**src/rtl/oam_dma.sv**
```systemverilog
// oam_dma -- sprite DMA bus initiator.
//
// A CPU write to TRIG_ADDR starts a transfer. The block halts the CPU, then
// copies 256 bytes from CPU page {page,8'h00} into the PPU OAMDATA register.
// Each byte takes one GET cycle (CPU-bus read) and one PUT cycle (PPU write).
// While halt=1, the top level routes the CPU bus and the PPU register port to
// this block.
//
// Ports
//   clk, rst       clock (one CPU bus cycle) and synchronous active-high reset
//   trig_we/addr/data  CPU write snoop. The data byte is the source page.
//   cpu_rw_i       1 = CPU read cycle. Halt can only take effect on a read.
//   halt           CPU stall / bus ownership
//   mem_rd, mem_addr, mem_data_i  CPU-bus read port. Data arrives one cycle
//                  after mem_rd.
//   ppu_cs_o/rw_o/addr_o/data_o   PPU register port. The PPU acts on the
//                  rising edge of cs.
//   busy           high when the FSM is not idle
//   done           one-cycle pulse after the final PPU write
module oam_dma #(
  parameter logic [15:0] TRIG_ADDR   = 16'h4014,
  parameter logic [2:0]  OAMDATA_REG = 3'd4
) (
  input  logic        clk,
  input  logic        rst,
  input  logic        trig_we,
  input  logic [15:0] trig_addr,
  input  logic [7:0]  trig_data,
  input  logic        cpu_rw_i,
  output logic        halt,
  output logic        mem_rd,
  output logic [15:0] mem_addr,
  input  logic [7:0]  mem_data_i,
  output logic        ppu_cs_o,
  output logic        ppu_rw_o,
  output logic [2:0]  ppu_addr_o,
  output logic [7:0]  ppu_data_o,
  output logic        busy,
  output logic        done
);

  typedef enum logic [2:0] {
    S_IDLE  = 3'd0,
    S_HALT  = 3'd1,
    S_ALIGN = 3'd2,
    S_GET   = 3'd3,
    S_PUT   = 3'd4
  } state_t;

  state_t     state_q, state_d;
  logic [7:0] page_q,  page_d;
  logic [7:0] idx_q,   idx_d;
  logic       odd_q;
  logic       done_q,  done_d;

  logic trig_hit;
  assign trig_hit = trig_we && (trig_addr == TRIG_ADDR);

  // odd_q is a free-running parity bit. GET cycles must fall on even cycles,
  // so HALT leaves for GET directly only when the current cycle is odd.
  always_ff @(posedge clk) begin
    if (rst) begin
      state_q <= S_IDLE;
      page_q  <= 8'h00;
      idx_q   <= 8'h00;
      odd_q   <= 1'b0;
      done_q  <= 1'b0;
    end else begin
      state_q <= state_d;
      page_q  <= page_d;
      idx_q   <= idx_d;
      odd_q   <= ~odd_q;
      done_q  <= done_d;
    end
  end

  always_comb begin
    state_d = state_q;
    page_d  = page_q;
    idx_d   = idx_q;
    done_d  = 1'b0;
    case (state_q)
      S_IDLE: begin
        // The done cycle is already IDLE, so a trigger in that cycle is accepted.
        if (trig_hit) begin
          page_d  = trig_data;
          idx_d   = 8'h00;
          state_d = S_HALT;
        end
      end
      S_HALT: begin
        // A CPU write cycle cannot be stalled, so hold here until a read cycle.
        if (cpu_rw_i) state_d = odd_q ? S_GET : S_ALIGN;
      end
      S_ALIGN: state_d = S_GET;
      S_GET:   state_d = S_PUT;
      S_PUT: begin
        // idx wraps within 8 bits, so the address never carries into page.
        idx_d = idx_q + 8'd1;
        if (idx_q == 8'hFF) begin
          state_d = S_IDLE;
          done_d  = 1'b1;
        end else begin
          state_d = S_GET;
        end
      end
      default: state_d = S_IDLE;
    endcase
  end

  // The outputs decode state_q only. cs therefore drops in every GET cycle,
  // and each PUT sees a fresh rising edge.
  always_comb begin
    halt       = (state_q != S_IDLE);
    busy       = (state_q != S_IDLE);
    mem_rd     = 1'b0;
    mem_addr   = 16'h0000;
    ppu_cs_o   = 1'b0;
    ppu_rw_o   = 1'b1;
    ppu_addr_o = 3'd0;
    ppu_data_o = 8'h00;
    done       = done_q;
    case (state_q)
      S_GET: begin
        mem_rd   = 1'b1;
        mem_addr = {page_q, idx_q};
      end
      S_PUT: begin
        ppu_cs_o   = 1'b1;
        ppu_rw_o   = 1'b0;
        ppu_addr_o = OAMDATA_REG;
        ppu_data_o = mem_data_i;  // read data from the preceding GET
      end
      default: ;
    endcase
  end

endmodule

```
**config.mk**
```make
export PLATFORM = sky130hd
export DESIGN_NAME = oam_dma
export DESIGN_NICKNAME = d
export VERILOG_FILES = /design/src/rtl/oam_dma.sv
export SDC_FILE = /design/constraint.sdc
export NUM_CORES = 1
export LEC_CHECK = 0
export ABC_AREA = 1
export BUFFER_PORTS_ARGS = -buffer_cell sky130_fd_sc_hd__buf_2
export CORE_MARGIN = 5
export CORE_UTILIZATION = 39
export CTS_CLUSTER_DIAMETER = 120
export DETAILED_ROUTE_END_ITERATION = 8
export HOLD_SLACK_MARGIN = 0.03
export PLACE_DENSITY = 0.75
export REMOVE_ABC_BUFFERS = 1
export SLEW_MARGIN = 40
export SYNTH_ARGS = -nofsm -noshare
export SYNTH_HDL_FRONTEND = slang
export SYNTH_SLANG_ARGS = --single-unit
```
**constraint.sdc**
```tcl
create_clock -name clk -period 1.2 [get_ports clk]
set_input_delay 0.06 -clock clk [delete_from_list [all_inputs] [get_ports clk]]
set_output_delay 0.06 -clock clk [all_outputs]
set_load 0.01 [all_outputs]
```
==> summary.txt <==
Outcome
  – Outcome: finished, violations left
  – Violated checks: setup timing

Final layout
  – Diode count: 0
  – Post-route cell area: 2115 um2
  – # nets final: 319
  – Area growth syn-to-layout: 74.23%
  – Fill cells: 261
  – Multi-input gate area: 807.0 um2
  – Final non-filler cell total: 325
  – Layout cells sized above 1: 53.38%
  – FF+latch area: 426.7 um2

Routing
  – # DRC: 0
  – Via/cell ratio: 4.542
  – Pre-Repair DR Iteration Count: 4
  – WL/cell: 11.76 um
  – Detailed Route Iter0 Violations: 66
  – Post-route ant nets: 0
  – Via count: 1476
  – Final wirelength: 3821 um

Timing
  – Worst-margin pin slew: 526.0 ps
  – Hold Slack: 118.0 ps
  – Tcrit/Tclk final: 119.5%
  – Crit path time final: 1434 ps
  – Clock skew: 5.502 ps
  – Max Slew Vio Count: 0
  – Final setup slack of the worst path: -233.9 ps
  – Final hold violation count: 0
  – Final number of setup-violating endpoints: 48
  – Max_slew headroom: 64.89%
  – Unrepaired setup endpoints after global routing: yes
  – Fmax: 697.4 MHz

Setup path
  – Req. time, crit path: 1140 ps
  – Setup Crit Path Kind: reg2out
  – Worst Path Max Fanout: 10
  – Crit path launch: state_q[0]
  – Crit end category: output port
  – Critical Path Max Stage Delay: 350 ps
  – CP Cell Sequence: or2_4, nor2_4, inv_6, nor2_1, buf_2
  – Critical Path Slowest Stage Cell: dfxtp_2
  – Worst Setup Start Kind: flop
  – Reg2Reg Launch Point: state_q[0]
  – WP data arrival: 1370 ps

Placement
  – Place WS: -188.9 ps
  – Total placed cells including tap cells: 306
  – Post-DP HPWL: 2370 um
  – IO Port Bufs: 66
  – Placed Area: 1620 um2
  – Routability cong.: 0.8228

Pwr
  – Total chip power: 1.184 mW
  – Peak supply drop: 0.3018 mV
  – Static Leak: 0.9944 nW
  – Pwr Density: 560.0 nW/um2

Synth
  – Dominant cell type by area after synthesis: dfxtp_1
  – Primary FF master, synth: dfxtp_1
  – FFs w/ async S/R, synth: 0%
  – Post-synth top area share: 34.64%
  – Post-synthesis sequential area ratio: 34.64%
  – Mapped Area: 1214 um2
  – Flip-flop and latch count after synthesis: 21
  – Syn avg cell area: 6.256 um2
  – Largest cells by area after synthesis: dfxtp_1, nor2_1, inv_1
  – Synth warn: 0
  – Yosys cell types: 27
  – Gate Count Post-Synth: 194
  – Post-synth EDFFs: 0

CTS
  – CTS tree: built
  – Clock Sinks: 21
  – CTS clk-pin slew, worst paths: 120 ps
  – Root Buffer Master: clkbuf_4
  – CTS Buf Count: 3
  – Worst-Skew Late Latency: 310 ps
  – CTS max path bufs: 2
  – H-Tree Depth: 1

Global routing
  – Initial antenna violation count: 0
  – Largest net degree at the start of global routing: 13
  – First-pass GRT wire length: 5823 um
  – Vias in the first global route: 1397
  – Gr ovfl total: 0
  – Total Routing Usage GR: 16.79%

Floorplan
  – Num ports: 69
  – Die Ht: 65.79 um
  – Die width: 65.79 um
  – Total core area: 3028 um2
  – # rows: 20
  – DIE AREA: 4328 um2
  – Starting density of the core: 40.08%

Min path
  – Hold Crit Start: rst
  – Worst Hold Class: in2reg

Run
  – Max_cap viols: 0
## cell families after synthesis
group                      after synthesis  synth area share (%)
buffers and inverters                   46                 16.49
DFF                                     21                 34.64
adders and majority gates                1                 1.031
and+or+nand+nor                        101                 36.91
other                                    1                0.3090
AOI/OAI and AO/OA                       24                 10.62
## layer usage
layer | track usage [%] | vias up | part of all wire, %
li1 | - | 764 | -
met1 | 20.00 | 654 | 39
met2 | 30.79 | 54 | 53
met3 | 3.571 | 4 | 7.3
met4 | 3.109 | 0 | 0.60
met5 | 0 | - | 0
## power breakdown
group / internal [mW] / leakage [nW] / switching (mW) / total [mW]
sequential: 0.699 / 0.172 / 0.00124 / 0.700
clock: 0.124 / 0.0177 / 0.224 / 0.349
combinational: 0.0757 / 0.805 / 0.0593 / 0.135
## critical path, delay by kind of cell, from the launching register on
kind | cells | cell delay, ps
buffers and inverters | 2 | 210
flip-flops | 1 | 350
AND/OR/NAND/NOR | 3 | 520
## what timing repair did
item / in CTS / in global routing
endpoints found under the hold margin: 8 / 0
resized for setup: 51 / 46
setup buffers: 6 / 2
gates cloned: 2 / 0
hold buffers: 8 / 0
endpoints found under the setup margin: 48 / 49
pin swaps: 9 / 12
## final cells by class
class	count	area share [%]
Inverter	36	7.574
Clock buffer	3	1.065
Clock inverter	1	0.2367
Multi-Input combinational cell	128	38.17
Sequential cell	21	20.18
Tap cell	44	2.604
Timing Repair Buffer	92	30.18
## sequential cells by signal, indices dropped and copies added, names as in the netlist
name / count
page_q: 8
idx_q: 8
done: 1
odd_q: 1
state_q: 3
## cells in the final DEF, fill, tap and decap left out, drive strengths merged
master,n
inv,34
dfxtp,21
o31ai,1
nand2,21
nor3,1
nor2,56
clkinv,3
o211ai,1
nand4,4
ha,1
conb,2
buf,83
o21ai,14
clkbuf,4
a21oi,8
dlygate4sd3,8
nand3,16
or2,2
and2,1
## path summary, 6_finish.rpt
check / end / slack (ps) / cells after the start
max: ppu_data_o[4] / -230 / 5
min reg2reg: odd_q / 430 / 1
max reg2reg: idx_q[4] / -180 / 7
min: idx_q[3] / 120 / 3
## Yosys cell counts, types with 2 or more instances
master    number
inv_2          2
nand3_1       16
nor2_1        53
inv_1         33
dfxtp_1       21
clkbuf_1       3
nor2_2         2
o21ai_0       10
nand2_1       21
a21oi_1        8
o21ai_1        3
buf_4          5
nand4_1        3
## per-stage QoR
step,utilization (%),TNS [ps]
final,69.83,-8699
after global routing,69.83,-11620
after CTS,64.71,-9232
after detailed placement,53.51,-2260
after global placement,53.51,-1362
after floorplan,-,-6855
No activity file was read; power rests on OpenSTA's default activity.
